--- src/rtl/sharp_line_feeder.sv ---
// sharp_line_feeder: walks the LS013B7DH01 framebuffer and streams one
// frame (command, per-line address/pixels/dummy, trailer) over valid/ready.
// Optional build macro SHARP_FEEDER_INVERT_EN adds pix_invert, which is
// latched at frame acceptance and inverts the pixel bytes only.
//
// state    | meaning
// ---------+--------------------------------------------------
// IDLE     | waiting for frame_req
// CMD      | presenting the write-command byte
// ADDR     | presenting the current line number
// RD_ISSUE | one-cycle framebuffer read strobe
// RD_WAIT  | read data arrives, latched into the pixel register
// DATA     | presenting a pixel byte
// DUMMY    | presenting the end-of-line dummy byte (tx_eol)
// TRAILER  | presenting the end-of-frame trailer byte (tx_eof)
// DONE     | one-cycle frame_done pulse
`timescale 1ns/1ps

module sharp_line_feeder #(
  parameter int          H_PIXELS  = 144,
  parameter int          V_LINES   = 168,
  parameter int          ADDR_W    = 12,
  parameter logic [7:0]  CMD_WRITE = 8'h80
) (
  input  logic              clk_12mhz,
  input  logic              rst,
  input  logic              frame_req,
`ifdef SHARP_FEEDER_INVERT_EN
  input  logic              pix_invert,
`endif
  output logic              busy,
  output logic              mem_rd_en,
  output logic [ADDR_W-1:0] mem_addr,
  input  logic [7:0]        mem_rdata,
  output logic [7:0]        tx_data,
  output logic              tx_valid,
  input  logic              tx_ready,
  output logic              tx_eol,
  output logic              tx_eof,
  output logic              frame_done
);

  localparam int BYTES_PER_LINE = H_PIXELS / 8;
  // line register is at least 8 bits wide so line_q[7:0] is always legal
  localparam int LINE_W = ($clog2(V_LINES + 1) > 8) ? $clog2(V_LINES + 1) : 8;
  localparam int BYTE_W = (BYTES_PER_LINE > 1) ? $clog2(BYTES_PER_LINE) : 1;

  localparam logic [LINE_W-1:0] LINE_LAST = LINE_W'(V_LINES);
  localparam logic [BYTE_W-1:0] BYTE_LAST = BYTE_W'(BYTES_PER_LINE - 1);

  typedef enum logic [3:0] {
    S_IDLE,
    S_CMD,
    S_ADDR,
    S_RD_ISSUE,
    S_RD_WAIT,
    S_DATA,
    S_DUMMY,
    S_TRAILER,
    S_DONE
  } state_t;

  state_t            state, state_nx;
  logic [LINE_W-1:0] line_q;
  logic [BYTE_W-1:0] byte_q;
  logic [ADDR_W-1:0] addr_q;
  logic [ADDR_W-1:0] row_base;
  logic [7:0]        pix_q;
  logic              inv_q;

  assign mem_addr = addr_q;

  // state register; reset abandons any frame in flight
  always_ff @(posedge clk_12mhz or posedge rst) begin
    if (rst) state <= S_IDLE;
    else     state <= state_nx;
  end

  // next-state and Moore/handshake outputs; every output derives from state so
  // an asynchronous reset clears them immediately
  always_comb begin
    state_nx   = state;
    busy       = 1'b0;
    mem_rd_en  = 1'b0;
    tx_data    = 8'h00;
    tx_valid   = 1'b0;
    tx_eol     = 1'b0;
    tx_eof     = 1'b0;
    frame_done = 1'b0;
    case (state)
      S_IDLE: begin
        if (frame_req) state_nx = S_CMD;
      end
      S_CMD: begin
        busy     = 1'b1;
        tx_valid = 1'b1;
        tx_data  = CMD_WRITE;
        if (tx_ready) state_nx = S_ADDR;
      end
      S_ADDR: begin
        busy     = 1'b1;
        tx_valid = 1'b1;
        tx_data  = line_q[7:0];
        if (tx_ready) state_nx = S_RD_ISSUE;
      end
      S_RD_ISSUE: begin
        busy      = 1'b1;
        mem_rd_en = 1'b1;
        state_nx  = S_RD_WAIT;
      end
      S_RD_WAIT: begin
        busy     = 1'b1;
        state_nx = S_DATA;
      end
      S_DATA: begin
        busy     = 1'b1;
        tx_valid = 1'b1;
        tx_data  = pix_q;
        if (tx_ready) state_nx = (byte_q == BYTE_LAST) ? S_DUMMY : S_RD_ISSUE;
      end
      S_DUMMY: begin
        busy     = 1'b1;
        tx_valid = 1'b1;
        tx_eol   = 1'b1;
        if (tx_ready) state_nx = (line_q == LINE_LAST) ? S_TRAILER : S_ADDR;
      end
      S_TRAILER: begin
        busy     = 1'b1;
        tx_valid = 1'b1;
        tx_eof   = 1'b1;
        if (tx_ready) state_nx = S_DONE;
      end
      S_DONE: begin
        frame_done = 1'b1;
        state_nx   = S_IDLE;
      end
      default: state_nx = S_IDLE;
    endcase
  end

  // line/byte counters and read address; the address advances by one per
  // pixel and row_base tracks (line-1)*BYTES_PER_LINE without a multiplier
  always_ff @(posedge clk_12mhz or posedge rst) begin
    if (rst) begin
      line_q   <= LINE_W'(1);
      byte_q   <= '0;
      addr_q   <= '0;
      row_base <= '0;
      pix_q    <= 8'h00;
    end else begin
      case (state)
        S_CMD: begin
          if (tx_ready) begin
            line_q   <= LINE_W'(1);
            row_base <= '0;
          end
        end
        S_ADDR: begin
          if (tx_ready) begin
            byte_q <= '0;
            addr_q <= row_base;
          end
        end
        S_RD_WAIT: begin
          pix_q <= mem_rdata ^ {8{inv_q}};
        end
        S_DATA: begin
          if (tx_ready && (byte_q != BYTE_LAST)) begin
            byte_q <= byte_q + BYTE_W'(1);
            addr_q <= addr_q + ADDR_W'(1);
          end
        end
        S_DUMMY: begin
          if (tx_ready && (line_q != LINE_LAST)) begin
            line_q   <= line_q + LINE_W'(1);
            row_base <= row_base + ADDR_W'(BYTES_PER_LINE);
          end
        end
        default: ;
      endcase
    end
  end

`ifdef SHARP_FEEDER_INVERT_EN
  // invert choice is frozen at acceptance so mid-frame toggles cannot tear a frame
  always_ff @(posedge clk_12mhz or posedge rst) begin
    if (rst)                             inv_q <= 1'b0;
    else if (state == S_IDLE && frame_req) inv_q <= pix_invert;
  end
`else
  assign inv_q = 1'b0;
`endif

endmodule

--- config.mk ---
export PLATFORM = sky130hd
export DESIGN_NAME = sharp_line_feeder
export DESIGN_NICKNAME = d
export VERILOG_FILES = /design/src/rtl/sharp_line_feeder.sv
export SDC_FILE = /design/constraint.sdc
export NUM_CORES = 1
export LEC_CHECK = 0
export CELL_PAD_IN_SITES_DETAIL_PLACEMENT = 1
export CELL_PAD_IN_SITES_GLOBAL_PLACEMENT = 2
export CORE_MARGIN = 2
export CORE_UTILIZATION = 31
export CTS_CLUSTER_DIAMETER = 30
export DETAILED_ROUTE_END_ITERATION = 8
export PLACE_DENSITY_LB_ADDON = 0.1
export SLEW_MARGIN = 10
export SYNTH_ARGS = -nofsm -noshare
export SYNTH_HDL_FRONTEND = slang
export SYNTH_SLANG_ARGS = --single-unit
--- constraint.sdc ---
create_clock -name clk_12mhz -period 1.9 [get_ports clk_12mhz]
set_input_delay 0.19 -clock clk_12mhz [delete_from_list [all_inputs] [get_ports clk_12mhz]]
set_output_delay 0.19 -clock clk_12mhz [all_outputs]
set_load 0.03 [all_outputs]
==> flow_metrics.env, run 1 <==
export IMPL_status="completed"
export IMPL_powerDensity_nw_per_um2=1437
export IMPL_finClkSkew_ns=0.01291
export IMPL_synth_top_cells_by_area="dfrtp_1 41%, nand2_1 6.2%, a21oi_1 4.3%"
export IMPL_seqPwrFrac_pct=29.9
export IMPL_die_w_um=100.8
export IMPL_fin_tns_setup_ns=0
export IMPL_antenna_found_initial=0
export IMPL_io_buffers=37
export IMPL_cts_sinks=48
export IMPL_crit_buf_inv=4
export IMPL_drv_cap=0
export IMPL_async_flop_share_pct=100.0
export IMPL_drv_slew=0
export IMPL_crit_chain="buf_6, nor4b_4, buf_4, buf_4, a221o_1, buf_6"
export IMPL_ant_nets=0
export IMPL_hold_buffers=0
export IMPL_seq_area_frac_synth_pct=41.42
export IMPL_timing_final_crit_share_pct=99.26
export IMPL_crit_path_end_kind="output port"
export IMPL_final_nets=430
export IMPL_seq_area_um2=1207
export IMPL_boundaryPins=38
export IMPL_slew_headroom_pct=72.30
export IMPL_htreeDepth=2
export IMPL_nFillCells=1056
export IMPL_layout_min_cycle_time_ns=1.886
export IMPL_cp_slowest_cell="dfrtp_2"
export IMPL_arrival_ns=1.70
export IMPL_p_sw_share_pct=43.18
export IMPL_hold_path_class="input port to asynchronous set/reset pin"
export IMPL_rsz0062_at_grt="true"
export IMPL_fmax_ghz=0.5302
export IMPL_clkPwrFrac_pct=14.1
export IMPL_initial_core_util_pct=31.72
export IMPL_worstSetupStartpoint="state[2]"
export IMPL_first_iter_violations=92
export IMPL_critPathMaxFanout=4
export IMPL_synthCells=323
export IMPL_drive_gt1_share_pct=29.78
export IMPL_wire_per_inst_um=17.79
export IMPL_p_leak_nw=1.750
export IMPL_grt_remaining_overflow=0
export IMPL_internal_power_mw=3.329
export IMPL_track_usage_pct=19.14
export IMPL_numCtsBuffers=5
export IMPL_cts_root_buf="clkbuf_8"
export IMPL_cts_tree="yes"
export IMPL_dp_cells=501
export IMPL_pwr_share_comb_pct=56.0
export IMPL_grt_pass1_wl_mm=15.41
export IMPL_dieArea_um2=10150
export IMPL_setup_viol=0
export IMPL_multi_input_area_um2=1694
export IMPL_clk_latency_ns=0.31
export IMPL_die_height_um=100.8
export IMPL_via_per_inst=5.464
export IMPL_synth_ff_type="dfrtp_1"
export IMPL_synth_top_area_share_pct=40.52
export IMPL_r2r_setup_slack_ns=0.03
export IMPL_grt_start_max_net_pins=49
export IMPL_num_rows=35
export IMPL_via_count=2863
export IMPL_diodes=0
export IMPL_route_detailed_drc=0
export IMPL_grt_pass1_vias=2997
export IMPL_clk_path_buf_depth=2
export IMPL_cp_required_ns=1.71
export IMPL_stdcell_count=524
export IMPL_synth_largest_area_cell="dfrtp_1"
export IMPL_path_class="flop to output port"
export IMPL_hpwl_mm=6.807
export IMPL_timing_rr_start="state[0]"
export IMPL_synth_area_um2=2903
export IMPL_syn_to_final_growth_pct=40.47
export IMPL_worstMarginPinSlew_ns=0.4117
export IMPL_core_area_um2=9153
export IMPL_critPathTopFamily="buffers and inverters"
export IMPL_ys_warn_count=0
export IMPL_hold_violations=0
export IMPL_gp_congestion=0.7972
export IMPL_dr_pass1_iters=4
export IMPL_synth_fp_nets=341
export IMPL_cpPeakStageDelay_ns=0.44
export IMPL_cts_clk_slew_worst_paths_ns=0.10
export IMPL_ir_drop_v=0.0006103
export IMPL_cp_num_cells=6
export IMPL_synth_cell_type_count=64
export IMPL_start_kind="flop"
export IMPL_ys_seq_elements=48
export IMPL_drt_total_wl_mm=9.320
export IMPL_r2r_end="state[0]"
export IMPL_crit_path_end="tx_data[7]"
export IMPL_reg2reg_depth=6
export IMPL_power_switching_mw=2.530
export IMPL_syn_area_per_cell_um2=8.987
export IMPL_synth_edf_count=0
export IMPL_holdWs_ns=0.2479
-- routing by layer --
| metal | vias to the layer above | track usage, % | wire length [um] |
|---|---|---|---|
| li1 | 1383 | - | - |
| met1 | 1424 | 24.58 | 4324 |
| met2 | 51 | 34.10 | 4633 |
| met3 | 5 | 2.982 | 287 |
| met4 | 0 | 3.688 | 74 |
| met5 | - | 0 | 0 |
-- worst reg2reg max path: cells and delay by family, from the launching register on --
kind                   cells  cell delay, ns
AO/OA/AOI/OAI              3            0.38
buffers and inverters      2            0.35
AND/OR/NAND/NOR            1            0.55
flip-flops                 1            0.48
-- worst min path at each step --
stage,slack [ns],depth (start not counted),end
after floorplan,0.30,2,pix_q[0]
after global placement,0.46,2,pix_q[7]
after detailed placement,0.46,2,pix_q[1]
after CTS,0.25,3,byte_q[3]
after global routing,0.28,3,byte_q[2]
final,0.25,3,pix_q[1]
-- logic make-up after synthesis --
group / after synthesis / share of synthesized area [%]
simple gates: 131 / 25.09
fa+ha+maj: 6 / 2.586
xor+xnor: 2 / 0.6036
compound gates: 102 / 24.91
flops: 48 / 41.42
buf+inv: 32 / 4.698
mux: 2 / 0.6897
-- power by group through the flow --
stage | combinational, mW | clock, mW | sequential [mW]
2_1_floorplan | 1.54 | 0 | 1.92
3_3_place_gp | 2.89 | 0 | 1.75
3_5_place_dp | 2.90 | 0 | 1.77
4_1_cts | 3.08 | 0.858 | 1.74
5_1_grt | 3.57 | 0.898 | 1.81
6_report | 3.28 | 0.826 | 1.75
-- cells in the final DEF, fill, tap and decap left out, types with 3 or more instances in the layout --
master,synthesis,layout
buf_4,2,64
nand2_1,48,47
dfrtp_1,47,43
clkdlybuf4s50_1,0,23
a21oi_1,25,22
nand3_1,17,17
o21ai_0,16,13
inv_1,15,13
nor2_1,14,13
o31ai_1,10,10
nand4_1,8,8
buf_6,0,8
clkbuf_8,0,7
nor3_1,7,6
a22o_1,6,6
a31oi_1,5,5
ha_1,6,5
or3_1,5,4
nand2b_1,4,4
a2bb2oi_1,4,4
or4_1,5,4
dfrtp_2,0,4
a21o_1,4,3
a211oi_1,4,3
o22ai_1,3,3
nor4_1,3,3
o211ai_1,3,3
a21oi_2,0,3
-- synthesized netlist by cell type (all sizes together), types with 5 or more instances --
library cell	n
nor2	15
buf	9
a22o	6
nand3	17
ha	6
inv	16
a21oi	26
o211ai	5
a31oi	5
dfrtp	47
clkbuf	7
or4	5
nand4	8
o31ai	10
nor3	8
or3	5
o21ai	16
nand2	48
-- area by class of cell --
class	instances	area share, %
clock buffer	7	2.363
clock inverter	1	0.7364
inverter	16	1.596
multi-input combinational	243	41.55
sequential	48	29.61
tap	111	3.406
timing repair buffer	98	20.74
-- timing repair --
item,in CTS,in global routing
gates cloned,0,0
gates resized for setup,11,35
setup endpoints to repair,10,34
pin swaps,2,10
buffers inserted,8,7
-- state kept, by name (all words and copies together) (netlist names) --
| name | cells |
|---|---|
| state | 4 |
| row_base | 11 |
| pix_q | 8 |
| byte_q | 5 |
| line_q | 8 |
| mem_addr | 12 |
-- through the flow --
| step | setup WS, ns | power, mW | instance area [um^2] | utilization, % |
|---|---|---|---|---|
| floorplan | -0.07234 | 3.463 | 2903 | - |
| CTS | 0.002827 | 5.672 | 3882 | 42.42 |
| global placement | 0.003681 | 4.637 | 3674 | 40.14 |
| finish | 0.01407 | 5.859 | 4078 | 44.55 |
| detailed placement | 0.01620 | 4.673 | 3674 | 40.14 |
| global route | -0.09384 | 6.280 | 4078 | 44.55 |
No activity file was read; power rests on OpenSTA's default activity.
==> inputs of run 2 (changes only) <==
- CAP_MARGIN: not set -> 10
- GPL_TIMING_DRIVEN: not set -> 0
==> run 2 against run 1 <==
  * The run now ends with setup timing left
  * Clock power shrank 6.9%
  * Fmax shrank 4.7%
  * Wire length grew 4.3%
  * Clock skew grew 0.0017 ns
  * Via count shrank 1.9%
  * Die area is the same
  * Register-to-register slack gained 0.03 ns
==> flow_metrics.env, run 2 (same netlist as run 1, synthesis figures left out) <==
export IMPL_crit_path_end="tx_data[3]"
export IMPL_layout_min_cycle_time_ns=1.978
export IMPL_worstMarginPinSlew_ns=0.8331
export IMPL_setup_viol=8
export IMPL_rsz0062_at_grt="true"
export IMPL_route_detailed_drc=0
export IMPL_r2r_end="mem_addr[9]"
export IMPL_clk_path_buf_depth=2
export IMPL_hold_violations=0
export IMPL_initial_core_util_pct=31.72
export IMPL_path_class="flop to output port"
export IMPL_track_usage_pct=18.86
export IMPL_cts_sinks=48
export IMPL_final_cell_area_um2=3975
export IMPL_fmax_ghz=0.5055
export IMPL_die_w_um=100.8
export IMPL_nFillCells=1078
export IMPL_dieArea_um2=10150
export IMPL_status="complete, but fails checks"
export IMPL_crit_path_end_kind="output port"
export IMPL_cpPeakStageDelay_ns=0.42
export IMPL_boundaryPins=38
export IMPL_die_height_um=100.8
export IMPL_crit_chain="buf_6, nor4b_4, buf_4, inv_6, o21ai_4, buf_6"
export IMPL_ir_drop_v=0.0005029
export IMPL_cts_root_buf="clkbuf_8"
export IMPL_grt_pass1_wl_mm=15.11
export IMPL_powerDensity_nw_per_um2=1456
export IMPL_placed_area_um2=3432
export IMPL_gp_congestion=0.8141
export IMPL_timing_rr_start="state[1]"
export IMPL_arrival_ns=1.79
export IMPL_numCtsBuffers=5
export IMPL_hold_path_class="input port to asynchronous set/reset pin"
export IMPL_htreeDepth=2
export IMPL_fin_total_pwr_mw=5.789
export IMPL_grt_remaining_overflow=0
export IMPL_reg2reg_depth=5
export IMPL_p_leak_nw=1.641
export IMPL_core_area_um2=9153
export IMPL_violations="setup timing"
export IMPL_cp_slowest_cell="dfrtp_2"
export IMPL_cts_tree="yes"
export IMPL_dr_pass1_iters=4
export IMPL_drive_gt1_share_pct=27.92
export IMPL_critPathTopFamily="buffers and inverters"
export IMPL_grt_start_max_net_pins=28
export IMPL_r2r_setup_slack_ns=0.06
export IMPL_wire_per_inst_um=19.25
export IMPL_final_nets=411
export IMPL_via_per_inst=5.562
export IMPL_critPathMaxFanout=7
export IMPL_start_kind="flop"
export IMPL_finClkSkew_ns=0.01457
export IMPL_cp_required_ns=1.71
export IMPL_crit_buf_inv=4
export IMPL_slew_headroom_pct=44.03
export IMPL_cp_num_cells=6
export IMPL_layout_commonest_cell="nand2_1"
export IMPL_worstSetupStartpoint="state[2]"
export IMPL_via_count=2809
export IMPL_drt_total_wl_mm=9.719
export IMPL_layout_setup_ws_ns=-0.07826
export IMPL_timing_final_crit_share_pct=104.1
export IMPL_drv_cap=0
export IMPL_clk_latency_ns=0.31
export IMPL_num_rows=35
export IMPL_io_buffers=37
export IMPL_hpwl_mm=6.564
export IMPL_layout_common_cells="46 x nand2_1, 45 x dfrtp_1, 30 x buf_4"
export IMPL_syn_to_final_growth_pct=36.94
export IMPL_crit_top_cell="buf_6"
export IMPL_drv_slew=0
export IMPL_largest_reg_flops=12
export IMPL_antenna_found_initial=0
export IMPL_grt_pass1_vias=2863
export IMPL_ant_nets=0
export IMPL_cts_clk_slew_worst_paths_ns=0.10
export IMPL_first_iter_violations=113
export IMPL_diodes=0
## run 2: worst register-to-register path, cell delays in order (launching register included)
cell	delay (ns)
dfrtp_2	0.46
buf_4	0.16
nand4bb_1	0.28
or4_1	0.56
o21ai_0	0.14
a21oi_1	0.11
## run 2: final cells by class
| cell class | count | area [um^2] | share of cell area [%] |
|---|---|---|---|
| clock inverters | 2 | 35.03 | 0.8813 |
| inverters | 16 | 70.07 | 1.763 |
| multi-input cells | 243 | 1738 | 43.72 |
| flip-flops and latches | 48 | 1205 | 30.31 |
| well taps | 111 | 138.9 | 3.494 |
| clock buffers | 6 | 72.57 | 1.826 |
| plain buffers | 12 | 112.6 | 2.833 |
| repair buffers | 67 | 603.1 | 15.17 |
## run 2: stage by stage
stage | instances | hold slack, ns | setup TNS, ns | worst slack [ns] | utilization, %
2_1_floorplan | 323 | 0.2954 | -0.2170 | -0.07234 | -
3_3_place_gp | 471 | 0.4626 | -41.83 | -1.023 | 37.28
3_5_place_dp | 472 | 0.4638 | -14.47 | -0.9842 | 37.50
4_1_cts | 490 | 0.2534 | -0.04280 | -0.02442 | 40.46
5_1_grt | 505 | 0.2930 | -1.047 | -0.1396 | 43.43
6_report | 505 | 0.2284 | -0.3486 | -0.07826 | 43.43
## run 2: timing repair
item                                    CTS  global route
hold buffers                              0             0
buffers inserted                         14            15
pin swaps                                 5            23
resized for setup                        99            53
endpoints found under the setup margin   41            38
## run 2: worst min path at each step
stage / end / slack [ns] / startpoint / cells after the start
floorplan: pix_q[0] / 0.30 / mem_rdata[0] / 2
global placement: pix_q[1] / 0.46 / pix_q[1] / 2
detailed placement: pix_q[1] / 0.46 / pix_q[1] / 2
CTS: pix_q[0] / 0.25 / rst / 2
global route: pix_q[0] / 0.29 / rst / 2
finish: row_base[2] / 0.23 / rst / 2
## run 2: metal layers
metal | vias up | GRT usage (%) | share of wire [%]
met2 | 46 | 32.10 | 49
met4 | 0 | 3.899 | 1.0
li1 | 1354 | - | -
met1 | 1403 | 25.43 | 48
met3 | 6 | 2.843 | 2.5
met5 | - | 0 | 0
## run 2: power by group
group | switching, mW | total (mW) | internal [mW] | leakage, nW
clock network | 0.377 | 0.769 | 0.392 | 0.0552
registers | 0.404 | 1.78 | 1.37 | 0.618
logic | 1.82 | 3.24 | 1.42 | 0.968
